### src/rtl/pipe_stage_reg_pkg.sv
// Shared definitions for the pipeline stage registers: slot-state encoding,
// the MIPS no-op word and the payload widths used at each stage boundary.
package pipe_pkg;

  // Encoding matches {s_valid, m_valid}; 2'b10 is unreachable.
  typedef enum logic [1:0] {
    ST_EMPTY = 2'd0,
    ST_ONE   = 2'd1,
    ST_FULL  = 2'd3
  } state_t;

  localparam logic [31:0] MIPS_NOP = 32'h0000_0000;

  // IF/ID: {pc_plus4, instruction}
  localparam int unsigned IFID_W  = 64;
  // ID/EX: {pc_plus4, rs_val, rt_val, imm, rt, rd}
  localparam int unsigned IDEX_W  = 32 * 4 + 5 * 2;
  // EX/MEM: {alu_result, store_data, dest_reg}
  localparam int unsigned EXMEM_W = 32 * 2 + 5;
  // MEM/WB: {mem_data, alu_result, dest_reg}
  localparam int unsigned MEMWB_W = 32 * 2 + 5;

  localparam int unsigned SB_W_DEFAULT = 2;

  function automatic logic [1:0] occ_count(input logic m, input logic s);
    return {1'b0, m} + {1'b0, s};
  endfunction

endpackage

### src/rtl/pipe_stage_reg_slot.sv
// One register slot {valid, data, sb}. Clear wins over load; an invalid slot
// always holds the NOP payload and a zero sideband.
module pipe_slot #(
  parameter int unsigned           DATA_W    = 64,
  parameter int unsigned           SB_W      = 2,
  parameter logic [DATA_W-1:0]     NOP_VALUE = '0
) (
  input  logic              clk,
  input  logic              rst_n,
  input  logic              load,
  input  logic              clear,
  input  logic [DATA_W-1:0] load_data,
  input  logic [SB_W-1:0]   load_sb,
  output logic              valid,
  output logic [DATA_W-1:0] data,
  output logic [SB_W-1:0]   sb
);

  always_ff @(posedge clk or negedge rst_n) begin
    if (!rst_n) begin
      valid <= 1'b0;
      data  <= NOP_VALUE;
      sb    <= '0;
    end else if (clear) begin
      valid <= 1'b0;
      data  <= NOP_VALUE;
      sb    <= '0;
    end else if (load) begin
      valid <= 1'b1;
      data  <= load_data;
      sb    <= load_sb;
    end
  end

endmodule

### src/rtl/pipe_stage_reg.sv
// Generic pipeline stage register with valid/ready handshake, a 2-entry skid
// buffer (registered in_ready), synchronous flush and occupancy count.
module pipe_stage_reg
  import pipe_pkg::*;
#(
  parameter int unsigned       DATA_W    = 64,
  parameter int unsigned       SB_W      = 2,
  parameter logic [DATA_W-1:0] NOP_VALUE = '0
) (
  input  logic              clk,
  input  logic              rst_n,
  input  logic              in_valid,
  output logic              in_ready,
  input  logic [DATA_W-1:0] in_data,
  input  logic [SB_W-1:0]   in_sb,
  input  logic              flush,
  output logic              out_valid,
  input  logic              out_ready,
  output logic [DATA_W-1:0] out_data,
  output logic [SB_W-1:0]   out_sb,
  output logic [1:0]        occupancy
);

  logic              m_valid, s_valid;
  logic [DATA_W-1:0] m_data, s_data;
  logic [SB_W-1:0]   m_sb, s_sb;

  logic              m_load, m_clear, m_from_skid;
  logic              s_load, s_clear;
  logic [DATA_W-1:0] m_load_data;
  logic [SB_W-1:0]   m_load_sb;

  logic   accept, pop;
  state_t state, next_state;

  // The state register is the pair of slot valid bits.
  pipe_slot #(
    .DATA_W    (DATA_W),
    .SB_W      (SB_W),
    .NOP_VALUE (NOP_VALUE)
  ) u_main (
    .clk       (clk),
    .rst_n     (rst_n),
    .load      (m_load),
    .clear     (m_clear),
    .load_data (m_load_data),
    .load_sb   (m_load_sb),
    .valid     (m_valid),
    .data      (m_data),
    .sb        (m_sb)
  );

  pipe_slot #(
    .DATA_W    (DATA_W),
    .SB_W      (SB_W),
    .NOP_VALUE (NOP_VALUE)
  ) u_skid (
    .clk       (clk),
    .rst_n     (rst_n),
    .load      (s_load),
    .clear     (s_clear),
    .load_data (in_data),
    .load_sb   (in_sb),
    .valid     (s_valid),
    .data      (s_data),
    .sb        (s_sb)
  );

  assign state    = state_t'({s_valid, m_valid});
  assign in_ready = ~s_valid;
  assign accept   = in_valid & in_ready;
  assign pop      = m_valid & out_ready;

  always_comb begin
    next_state = state;
    case (state)
      ST_EMPTY: next_state = accept ? ST_ONE : ST_EMPTY;
      ST_ONE: begin
        case ({pop, accept})
          2'b11:   next_state = ST_ONE;
          2'b10:   next_state = ST_EMPTY;
          2'b01:   next_state = ST_FULL;
          default: next_state = ST_ONE;
        endcase
      end
      ST_FULL:  next_state = pop ? ST_ONE : ST_FULL;
      default:  next_state = ST_EMPTY;
    endcase
    if (flush) next_state = ST_EMPTY;
  end

  always_comb begin
    m_load      = 1'b0;
    m_from_skid = 1'b0;
    s_load      = 1'b0;
    case (state)
      ST_EMPTY: m_load = accept;
      ST_ONE: begin
        m_load = pop & accept;
        s_load = accept & ~pop;
      end
      ST_FULL: begin
        m_load      = pop;
        m_from_skid = 1'b1;
      end
      default: ;
    endcase
    // Clearing whenever the slot will be invalid keeps NOP_VALUE in empty slots
    // and also recovers from the unreachable {s=1, m=0} encoding.
    m_clear     = (next_state == ST_EMPTY);
    s_clear     = (next_state != ST_FULL);
    m_load_data = m_from_skid ? s_data : in_data;
    m_load_sb   = m_from_skid ? s_sb : in_sb;
  end

  assign out_valid = m_valid;
  assign out_data  = m_data;
  assign out_sb    = m_sb;
  assign occupancy = occ_count(m_valid, s_valid);

endmodule

### config.mk
export PLATFORM = sky130hd
export DESIGN_NAME = pipe_stage_reg
export DESIGN_NICKNAME = d
export VERILOG_FILES = /design/src/rtl/pipe_stage_reg_pkg.sv /design/src/rtl/pipe_stage_reg_slot.sv /design/src/rtl/pipe_stage_reg.sv
export SDC_FILE = /design/constraint.sdc
export NUM_CORES = 1
export LEC_CHECK = 0
export CAP_MARGIN = 20
export CORE_ASPECT_RATIO = 1.4
export CORE_UTILIZATION = 53
export CTS_BUF_LIST = sky130_fd_sc_hd__clkbuf_4
export CTS_CLUSTER_SIZE = 16
export DETAILED_ROUTE_END_ITERATION = 10
export PLACE_DENSITY = 0.94
export SYNTH_ARGS = -nofsm -noshare
export SYNTH_HDL_FRONTEND = slang
export SYNTH_HIERARCHICAL = 1
export SYNTH_SLANG_ARGS = --single-unit
### constraint.sdc
create_clock -name clk -period 2.3 [get_ports clk]
set_input_delay 0.23 -clock clk [delete_from_list [all_inputs] [get_ports clk]]
set_output_delay 0.23 -clock clk [all_outputs]
set_load 0.02 [all_outputs]
Yosys cells after proc, flatten, opt, wreduce, memory -nomap -nowiden --
Cells that the tools add are included.
Word-level totals: register bits after elaboration 134, logic and storage cells 44, input bits 71, output and inout port bits 70
Operators by class: add/sub/neg operators 1, equal/unequal tests 5, bitwise gates (word level) 6, muxes and demuxes 22, reductions and logical operators 4
Operators by type and width (count):
- 64-bit two-way mux | 5
- 2-bit two-way mux | 7
- 1-bit two-way mux | 7
- 2-bit one-hot mux with 3 select lines | 1
- 1-bit AND | 4
- 2-bit by 1-bit == test with 1-bit output (second input constant) | 2
- 2-bit == test (second input constant) | 2
- 2-bit logical NOT | 2
- 2-bit one-hot mux with 2 select lines | 1
- 2-bit nonzero test | 2
- 1-bit one-hot mux with 3 select lines | 1
- 1-bit by 1-bit adder with 2-bit output | 1
- 2-bit != test (second input constant) | 1
- 1-bit NOT | 2

Logic depth before layout (Yosys ltp) --
Gate-level depths: netlist of the first run.
word-level depth 8, gate-level depth with buffers 9, depth with buffers taken out 6

By module --
Netlist of the first run, hierarchy kept.
Modules (own cells, without submodules):
- pipe_slot | cells each 216, instances 2, area an instance 2725.1 µm²
- pipe_stage_reg | cells each 88, instances 1, area an instance 1033.5 µm²

Worst setup path before layout of the first run --
No wires, ideal clock.
path type register -> register, start register u_main.valid, end register u_main.data[50], required time 2.168 ns, buffers on the path 4, data arrival time 2.045 ns, library setup time 0.132 ns, cell stages (with the launch flop) 10, slack 0.123 ns, cell sequence dfrtp_1 ha_1 buf_4 a21oi_1 o31ai_1 buf_4 buf_12 buf_8 mux2i_1 nor2_1
RTL lines:
- from (decl) | RTL line pipe_stage_reg_slot.sv:14 | output logic valid,
- from (signal assigned) | RTL line pipe_stage_reg_slot.sv:21 | valid <= 1'b0;
- from (signal assigned) | RTL line pipe_stage_reg_slot.sv:25 | valid <= 1'b0;
- from (signal assigned) | RTL line pipe_stage_reg_slot.sv:29 | valid <= 1'b1;
- 1-bit AND | RTL line pipe_stage_reg.sv:72 | assign pop = m_valid & out_ready;
- 1-bit AND | RTL line pipe_stage_reg.sv:99 | m_load = pop & accept;
- 1-bit one-hot mux with 3 select lines * | RTL line pipe_stage_reg.sv:96 | case (state)
- via m_load | RTL line pipe_stage_reg.sv:28 | logic m_load, m_clear, m_from_skid;
- 2-bit nonzero test (no line) *
- to (signal assigned) | RTL line pipe_stage_reg_slot.sv:30 | data <= load_data;
- to (decl) | RTL line pipe_stage_reg_slot.sv:15 | output logic [DATA_W-1:0] data,
The timed path passes the listed nets; every way through them passes the cells marked *. The select of a mux whose other input is x is not followed. A chain may end at the register's enable or synchronous reset.

Worst setup path in the final report of the first run --
start register u_main.valid, end output port occupancy[0]
Between the ends: longest elaborated chain between the ends 1
RTL lines:
- 1-bit by 1-bit adder with 2-bit output | RTL line pipe_stage_reg_pkg.sv:26 | return {1'b0, m} + {1'b0, s};
- to (decl) | RTL line pipe_stage_reg.sv:21 | output logic [1:0] occupancy
Every way passes these cells.

==> results.json, run 1 <==
{
  "outcome": "finished, final reports clean",
  "min_period_ns": 2.221,
  "synth.area.top_cells": "dfrtp_1 (52%), mux2i_1 (20%), nor2_1 (7.9%)",
  "p_sw_mw": 1.332,
  "grt_pass1_vias": 4945,
  "cp.buffers_inverters": 2,
  "clk_path_buf_depth": 2,
  "hold_class": "in2async",
  "diodes": 0,
  "clkPwrFrac_pct": 34.4,
  "grt_pass1_wl_um": 23920,
  "cp-startpoint": "u_main/valid",
  "max_freq_ghz": 0.4501,
  "cts_tree": "built",
  "syn2layout_area_growth_pct": 28.66,
  "drive_gt1_share_pct": 17.71,
  "cts.htree.levels": 4,
  "grt.overflow.total": 0,
  "syn_nets": 595,
  "synth_warnings": 6,
  "place.gp.congestion": 0.7782,
  "worstRegToRegCells": 8,
  "io_buffers": 140,
  "cap_violations": 0,
  "clock_latency_ns": 0.52,
  "ios": 141,
  "fin_ws_ns": 0.07851,
  "end_kind": "primary output",
  "cts.sinks": 134,
  "yosysMostFrequentCell": "nor2_1",
  "slowest_stage": "clkdlybuf4s50_1",
  "clkTransAtPathRegs_ns": 0.12,
  "syn-instance-count": 520,
  "criticalPathCategory": "reg2out",
  "hold_viol": 0,
  "die_w_um": 95.48,
  "remaining_drc_errors": 0,
  "grt_antenna_before_repair": 0,
  "postCtsSetupRepairBufs": 0,
  "cp-start-kind": "flip-flop",
  "r2r_start": "u_skid/valid",
  "finalMaxSlewViolations": 0,
  "drtPass1Iterations": 5,
  "track_usage_pct": 24.63,
  "cts_buffers": 17,
  "path_depth": 3,
  "die_area_um2": 12690,
  "p_int_mw": 3.727,
  "post_dp_cell_area_um2": 8011,
  "fin_crit_sh_pct": 96.59,
  "maxSlewHeadroom_pct": 58.67,
  "finalClockSkew_ns": 0.01797,
  "max_slew.worst_pin.slew_ns": 0.6199,
  "power_leakage_nw": 3.598,
  "start_util_pct": 54.58,
  "fillers": 809,
  "finalSetupTns_ns": 0,
  "crit_required_ns": 2.07,
  "holdWs_ns": 0.2535,
  "cp-endpoint": "occupancy[0]",
  "vias": 4466,
  "max-vdd-ir-drop_uv": 439.7,
  "die_h_um": 132.9,
  "num_rows": 47,
  "syn-cell-area_um2": 6484,
  "grt_max_degree": 50,
  "p_seq_share_pct": 48.6,
  "yosysSeqAreaShare_pct": 51.72,
  "p_per_area_nw_per_um2": 606.5,
  "reg2reg_slack_ns": 0.23,
  "rsz0062_at_grt": "no",
  "fin_nets": 734,
  "r2r_end": "u_main/data[34]",
  "ant_nets": 0,
  "vias_per_cell": 5.453,
  "root_buffer": "clkbuf_4",
  "syn_area_per_cell_um2": 12.47,
  "p_sw_share_pct": 26.33,
  "synth-main-ff-cell": "dfrtp_1",
  "finalPower_mw": 5.059,
  "p_comb_share_pct": 17.0,
  "wl_per_cell_um": 17.94,
  "drt_iter0_drc": 204,
  "design_area_um2": 8342,
  "ys_async_sr_fraction_pct": 100.0,
  "ys_seq_elements": 134,
  "setup_viol": 0,
  "slowest_delay_ns": 0.60,
  "crit_fanout": 7,
  "wl_um": 14700,
  "core_um2": 11880,
  "synth_edf_count": 0,
  "synth_top_cells_by_count": "nor2_1 (136), dfrtp_1 (134), mux2i_1 (132), mux2_2 (36), mux2_4 (30)",
  "synth.distinct_cells": 22,
  "synth.largest_area_cell": "dfrtp_1",
  "path_cells": "inv_1 > ha_1 > clkdlybuf4s50_1",
  "synth_top_area_share_pct": 51.72,
  "critPathTopFamily": "buffers and inverters",
  "cp.arrival_ns": 1.99,
  "dp_slack_ns": -0.01471,
  "dp_hpwl_um": 9884
}
## flip-flops by register name, indices dropped and copies added (netlist names)
| signal | cells |
|---|---|
| u_main/data | 64 |
| u_main/sb | 2 |
| u_main/valid | 1 |
| u_skid/data | 64 |
| u_skid/sb | 2 |
| u_skid/valid | 1 |
## layout make-up
| class | count | area (µm²) | area share (%) |
|---|---|---|---|
| inverter | 2 | 7.507 | 0.09000 |
| clock buffer | 18 | 135.1 | 1.620 |
| timing repair buffer | 157 | 1640 | 19.66 |
| sequential | 134 | 3356 | 40.23 |
| tap | 147 | 183.9 | 2.205 |
| clock inverter | 14 | 183.9 | 2.205 |
| multi-input combinational | 347 | 2835 | 33.99 |
## logic make-up after synthesis
family                     count (synthesis)  share of synthesized area (%)
AOI/OAI and AO/OA                          5                         0.6175
adders and majority gates                  4                         0.7719
buffers and inverters                     39                          5.075
DFF                                      134                          51.72
muxes                                    198                          33.58
and+or+nand+nor                          140                          8.240
## power groups by stage
| stage | clock, mW | combinational, mW | sequential [mW] |
|---|---|---|---|
| 6_report | 1.74 | 0.858 | 2.46 |
| 5_1_grt | 1.89 | 0.917 | 2.47 |
| 4_1_cts | 1.78 | 0.866 | 2.46 |
| 3_5_place_dp | 0 | 0.859 | 2.50 |
| 3_3_place_gp | 0 | 0.835 | 2.50 |
| 2_1_floorplan | 0 | 0.404 | 2.57 |
## timing repair
action                     in CTS  in global routing
setup endpoints to repair       2                  0
hold endpoints to repair       44                  0
hold buffers                    1                  0
gates resized for setup         3                  0
## per-layer routing
metal | share of wire, % | GRT usage [%] | up-vias
met5 | 0 | 0 | -
met4 | 2.3 | 10.20 | 0
met3 | 4.7 | 5.920 | 34
met2 | 53 | 43.06 | 144
met1 | 40 | 28.22 | 2239
li1 | - | - | 2049
## cells in the final DEF, fill, tap and decap left out, drive strengths merged
cell / synthesis / final
a2111o: 1 / 1
a211o: 1 / 1
a21oi: 1 / 1
a22oi: 1 / 1
and3: 1 / 1
buf: 25 / 17
bufinv: 0 / 4
clkbuf: 12 / 18
clkdlybuf4s50: 0 / 138
clkinv: 0 / 9
clkinvlp: 0 / 1
dfrtp: 134 / 134
dlygate4sd2: 0 / 1
dlygate4sd3: 0 / 1
ha: 4 / 4
inv: 2 / 2
mux2: 66 / 66
mux2i: 132 / 132
nand2: 1 / 1
nand3b: 1 / 1
nor2: 136 / 136
nor2b: 1 / 1
o31ai: 1 / 1
## metrics by stage
step           cells  utilization, %
4_1_cts          819           70.22
5_1_grt          819           70.22
6_report         819           70.22
3_3_place_gp     786           67.44
3_5_place_dp     786           67.44
2_1_floorplan    520               -
## how the worst min path moves through the flow
stage	startpoint	to
5_1_grt	rst_n	u_main/data[18]
3_3_place_gp	rst_n	u_main/data[16]
6_report	rst_n	u_main/data[18]
4_1_cts	rst_n	u_main/data[18]
3_5_place_dp	rst_n	u_skid/data[18]
2_1_floorplan	rst_n	u_main/data[0]
Note: power is estimated with default switching activity, not from simulation.
==> run 2, diff against run 1 <==
--- a/config.mk
+++ b/config.mk
@@ -5,13 +5,15 @@
 export SDC_FILE = /design/constraint.sdc
 export NUM_CORES = 1
 export LEC_CHECK = 0
+export ABC_AREA = 1
 export CAP_MARGIN = 20
 export CORE_ASPECT_RATIO = 1.4
-export CORE_UTILIZATION = 53
+export CORE_UTILIZATION = 52
 export CTS_BUF_LIST = sky130_fd_sc_hd__clkbuf_4
 export CTS_CLUSTER_SIZE = 16
 export DETAILED_ROUTE_END_ITERATION = 10
-export PLACE_DENSITY = 0.94
+export PLACE_DENSITY = 0.93
+export SETUP_SLACK_MARGIN = 0.02
 export SYNTH_ARGS = -nofsm -noshare
 export SYNTH_HDL_FRONTEND = slang
 export SYNTH_HIERARCHICAL = 1
==> results.json, run 2 <==
{
  "drtPass1Iterations": 5,
  "p_per_area_nw_per_um2": 570.7,
  "grt.overflow.total": 0,
  "cp-start-kind": "flip-flop",
  "max_freq_ghz": 0.4583,
  "setup_viol": 0,
  "max_slew.worst_pin.slew_ns": 0.7359,
  "yosysMostFrequentCell": "nand2_1",
  "end_kind": "primary output",
  "place.gp.congestion": 0.7969,
  "drive_gt1_share_pct": 5.708,
  "hold_class": "in2async",
  "clkTransAtPathRegs_ns": 0.10,
  "synth_warnings": 6,
  "cp.arrival_ns": 1.95,
  "synth_edf_count": 0,
  "max-vdd-ir-drop_uv": 312.5,
  "maxSlewHeadroom_pct": 50.94,
  "io_buffers": 140,
  "ant_nets": 0,
  "grt_pass1_vias": 5527,
  "cap_violations": 0,
  "cts.htree.levels": 4,
  "wl_per_cell_um": 14.73,
  "synth.largest_area_cell": "dfrtp_1",
  "die_h_um": 132.6,
  "drt_iter0_drc": 503,
  "layout_top_registers": "u_main/data: 64 flops, u_skid/data: 64 flops",
  "synth_top_area_share_pct": 52.90,
  "vias": 5812,
  "criticalPathCategory": "reg2out",
  "ys_async_sr_fraction_pct": 100.0,
  "finalPower_mw": 4.536,
  "outcome": "finished, final reports clean",
  "fin_crit_sh_pct": 94.87,
  "crit_fanout": 5,
  "ios": 141,
  "postCtsSetupRepairBufs": 0,
  "syn-cell-area_um2": 6339,
  "syn2layout_area_growth_pct": 25.38,
  "synth-main-ff-cell": "dfrtp_1",
  "wl_um": 16120,
  "synth.distinct_cells": 14,
  "track_usage_pct": 26.90,
  "mostFrequentLayoutCells": "nand2_1 (467), clkdlybuf4s50_1 (139), nand3_1 (135)",
  "root_buffer": "clkbuf_4",
  "yosysSeqAreaShare_pct": 52.90,
  "fin_nets": 1009,
  "die_area_um2": 12640,
  "remaining_drc_errors": 0,
  "dp_hpwl_um": 10100,
  "grt_max_degree": 70,
  "final_common_cell": "nand2_1",
  "syn-instance-count": 814,
  "finalMaxSlewViolations": 0,
  "grt_pass1_wl_um": 26400,
  "vias_per_cell": 5.313,
  "cts_buffers": 17,
  "clk_path_buf_depth": 2,
  "finalClockSkew_ns": 0.01406,
  "core_um2": 11880,
  "synth_top_cells_by_count": "nand2_1 (467), nand3_1 (135), dfrtp_1 (134), buf_2 (31), buf_6 (20)",
  "syn_nets": 889,
  "hold_viol": 0,
  "grt_antenna_before_repair": 1,
  "cts_tree": "built",
  "cts.sinks": 134,
  "crit_required_ns": 2.07,
  "rsz0062_at_grt": "no",
  "die_w_um": 95.31,
  "syn_area_per_cell_um2": 7.787,
  "start_util_pct": 53.36,
  "num_rows": 47,
  "clock_latency_ns": 0.52,
  "fin_util_pct": 66.91,
  "finalSetupTns_ns": 0,
  "ys_seq_elements": 134,
  "min_period_ns": 2.182,
  "synth.area.top_cells": "dfrtp_1 (53%), nand2_1 (28%), nand3_1 (11%)",
  "power_leakage_nw": 4.318
}
-- run 2: cell types whose count changed after synthesis, moves of 11 or more --
cell,delta
buf_6,+17
mux2i_1,-132
nand3_1,+135
mux2_2,-36
mux2_4,-30
nand2_1,+466
nor2_1,-130
clkbuf_1,-11
buf_2,+26
-- run 2: power by group --
| group | total (mW) | internal, mW | switching (mW) |
|---|---|---|---|
| Clock | 1.35 | 0.582 | 0.771 |
| Sequential | 2.46 | 2.42 | 0.0407 |
| Combinational | 0.724 | 0.312 | 0.413 |
-- run 2: kinds of logic (layout without fill, tap and decap cells) --
family,after synthesis,after routing,synth area share (%)
other,0,1,0
buffers and inverters,64,196,7.126
flip-flops,134,134,52.90
adder cells (fa/ha/maj),4,4,0.7896
AO/OA/AOI/OAI,2,2,0.1578
AND/OR/NAND/NOR,610,610,39.02
-- run 2: critical path, stage by stage, from the launching register on --
cell and delay (ns):
dfrtp_1 0.42, inv_1 0.13, ha_1 0.29, clkdlybuf4s50_1 0.60
-- run 2: final timing paths --
path | from | endpoint | slack (ns) | cells past startpoint
worst min-delay path | rst_n | u_skid/data[6] | 0.26 | 2
worst max register to register | u_skid/valid | u_skid/data[51] | 0.24 | 9
min in group clk | in_data[35] | u_skid/data[35] | 0.29 | 3
max in group asynchronous | rst_n | u_skid/sb[0] | 1.33 | 3
worst min register to register | u_skid/data[41] | u_skid/data[41] | 0.48 | 2
worst max-delay path | u_skid/valid | occupancy[0] | 0.12 | 3
-- run 2: final cells by class --
| type | count | area [µm²] |
|---|---|---|
| Fill cell | 996 | 3931 |
| Sequential cell | 134 | 3354 |
| Multi-Input combinational cell | 616 | 2555 |
| Timing Repair Buffer | 159 | 1598 |
| Tap cell | 147 | 183.9 |
| Clock buffer | 23 | 172.7 |
| Clock inverter | 8 | 58.81 |
| Inverter | 6 | 22.52 |
| Antenna cell | 1 | 2.502 |
-- run 2: repair_timing --
item,in CTS,in global routing
gates resized for setup,0,1
hold endpoints to repair,66,0
hold buffers,1,0
endpoints found under the setup margin,0,1
-- run 2: metal layers --
metal  GRT usage, %  vias to the layer above  wire (µm)
met5              0                        -          0
met4          11.28                        0        470
met3          5.460                       46       1127
met2          43.85                      291       8278
met1          34.41                     2681       6239
li1               -                     2794          -
-- run 2: through the flow --
step                hold WS, ns  instance area [µm²]  setup slack, ns  std cells
global route             0.2413                 7948          0.05107       1094
detailed placement       0.2812                 7702           0.2842       1061
CTS                      0.2479                 7944          0.06270       1093
floorplan              -0.06559                 6339           0.2503        814
finish                   0.2594                 7948           0.1179       1094
global placement         0.2781                 7702           0.4255       1061
==> run 3, diff against run 2 <==
--- a/config.mk
+++ b/config.mk
@@ -12,7 +12,7 @@
 export CTS_BUF_LIST = sky130_fd_sc_hd__clkbuf_4
 export CTS_CLUSTER_SIZE = 16
 export DETAILED_ROUTE_END_ITERATION = 10
-export PLACE_DENSITY = 0.93
+export PLACE_DENSITY = 0.92
 export SETUP_SLACK_MARGIN = 0.02
 export SYNTH_ARGS = -nofsm -noshare
 export SYNTH_HDL_FRONTEND = slang
==> results.json, run 3 (synthesized netlist as in run 2, its figures left out) <==
{
  "clock_latency_ns": 0.53,
  "syn2layout_area_growth_pct": 28.25,
  "slowest_delay_ns": 0.44,
  "die_h_um": 132.6,
  "critPathTopFamily": "simple AND/OR/NAND/NOR gates",
  "criticalPathCategory": "reg2reg",
  "postCtsSetupRepairBufs": 0,
  "outcome": "finished, final reports clean",
  "setup_viol": 0,
  "grt.overflow.total": 0,
  "cts.sinks": 134,
  "clk_path_buf_depth": 2,
  "holdWs_ns": 0.2124,
  "worstRegToRegCells": 9,
  "hold_viol": 0,
  "cts_buffers": 17,
  "drtPass1Iterations": 6,
  "die_area_um2": 12640,
  "grt_pass1_wl_um": 26090,
  "clkTransAtPathRegs_ns": 0.12,
  "die_w_um": 95.31,
  "grt_use_met2_pct": 44.64,
  "wl_um": 15910,
  "finalClockSkew_ns": 0.01589,
  "wl_per_cell_um": 14.56,
  "core_um2": 11880,
  "use_met3_pct": 5.402,
  "cts_tree": "built",
  "p_per_area_nw_per_um2": 635.2,
  "grt_max_degree": 67,
  "finalSetupTns_ns": 0,
  "vias": 5762,
  "cp.buffers_inverters": 3,
  "end_kind": "flip-flop",
  "start_util_pct": 53.36,
  "dp_slack_ns": 0.2706,
  "cp.arrival_ns": 2.55,
  "slowest_stage": "dfrtp_1",
  "io_buffers": 140,
  "root_buffer": "clkbuf_4",
  "drive_gt1_share_pct": 6.138,
  "fin_ws_ns": 0.2082,
  "remaining_drc_errors": 0,
  "hold_class": "in2async",
  "grt_pass1_vias": 5537,
  "maxSlewHeadroom_pct": 51.87,
  "max_slew.worst_pin.slew_ns": 0.7219,
  "crit_top_cell": "nand3_1",
  "finalMaxSlewViolations": 0,
  "rsz0062_at_grt": "no",
  "track_usage_pct": 26.67,
  "cp-start-kind": "flip-flop",
  "fin_nets": 1007,
  "dp_hpwl_um": 10120,
  "mostFrequentLayoutCells": "nand2_1 (467), clkdlybuf4s50_1 (138), nand3_1 (135)",
  "grt_antenna_before_repair": 1,
  "max-vdd-ir-drop_uv": 379.5,
  "busiest_layer": "met2",
  "globalRouteMet1Util_pct": 32.47,
  "crit_required_ns": 2.76,
  "power_leakage_nw": 4.389,
  "crit_fanout": 61,
  "layout_top_registers": "u_main/data: 64 flops, u_skid/data: 64 flops",
  "final_common_cell": "nand2_1",
  "num_rows": 47,
  "path_depth": 9,
  "cts.htree.levels": 4,
  "path_cells": "inv_1 > ha_1 > nand3_1 > nand2_1 > nand3_1 > inv_2 > buf_12 > nand3_1 > nand2_1",
  "cap_violations": 0,
  "drt_iter0_drc": 360,
  "fin_crit_sh_pct": 90.95,
  "min_period_ns": 2.092,
  "place.gp.congestion": 0.8021,
  "ant_nets": 0,
  "ios": 141,
  "vias_per_cell": 5.272,
  "max_freq_ghz": 0.4781
}
## run 3: area by class of cell
class	count	area [µm²]
Tap cell	147	183.9
Antenna cell	1	2.502
Timing Repair Buffer	157	1635
Clock inverter	12	225.2
Fill cell	935	3750
Multi-Input combinational cell	616	2555
Inverter	6	22.52
Sequential cell	134	3354
Clock buffer	20	150.1
## run 3: final timing paths
path / start / to / slack [ns]
worst max register to register: u_skid/valid / u_skid/data[27] / 0.21
worst min-delay path: rst_n / u_main/data[2] / 0.21
worst min register to register: u_skid/data[30] / u_skid/data[30] / 0.48
worst max-delay path: u_skid/valid / u_skid/data[27] / 0.21
max in group asynchronous: rst_n / u_main/data[51] / 1.36
min in group clk: in_data[37] / u_skid/data[37] / 0.27
## run 3: what timing repair did
item,4_1_cts,5_1_grt
hold buffers,1,0
setup endpoints to repair,1,1
hold endpoints to repair,53,0
gates resized for setup,1,1
## run 3: per-stage QoR
| stage | power, mW | utilization, % | area (µm²) | instances |
|---|---|---|---|---|
| finish | 5.164 | 68.43 | 8129 | 1093 |
| global route | 5.360 | 68.43 | 8129 | 1093 |
| CTS | 5.204 | 68.39 | 8124 | 1092 |
| detailed placement | 3.230 | 65.14 | 7737 | 1059 |
| global placement | 3.220 | 65.14 | 7737 | 1059 |
| floorplan | 2.852 | - | 6339 | 814 |
## run 3: worst reg2reg max path, delay by kind of cell, from the launching register on
family / cells / cell delay [ns]
simple gates: 5 / 0.79
buf+inv: 3 / 0.61
fa+ha+maj: 1 / 0.20
flops: 1 / 0.44
## run 3: metal layers
layer / share of wire, % / wire length, µm
met1: 39 / 6224
met2: 51 / 8075
met3: 6.3 / 1002
met4: 3.8 / 606
met5: 0 / 0
## run 3: report_power, final
group | internal [mW] | switching [mW] | leakage [nW] | total (mW)
Clock | 1.12 | 0.859 | 0.190 | 1.98
Sequential | 2.42 | 0.0397 | 1.85 | 2.46
Combinational | 0.317 | 0.410 | 2.35 | 0.727
Total | 3.86 | 1.31 | 4.39 | 5.16
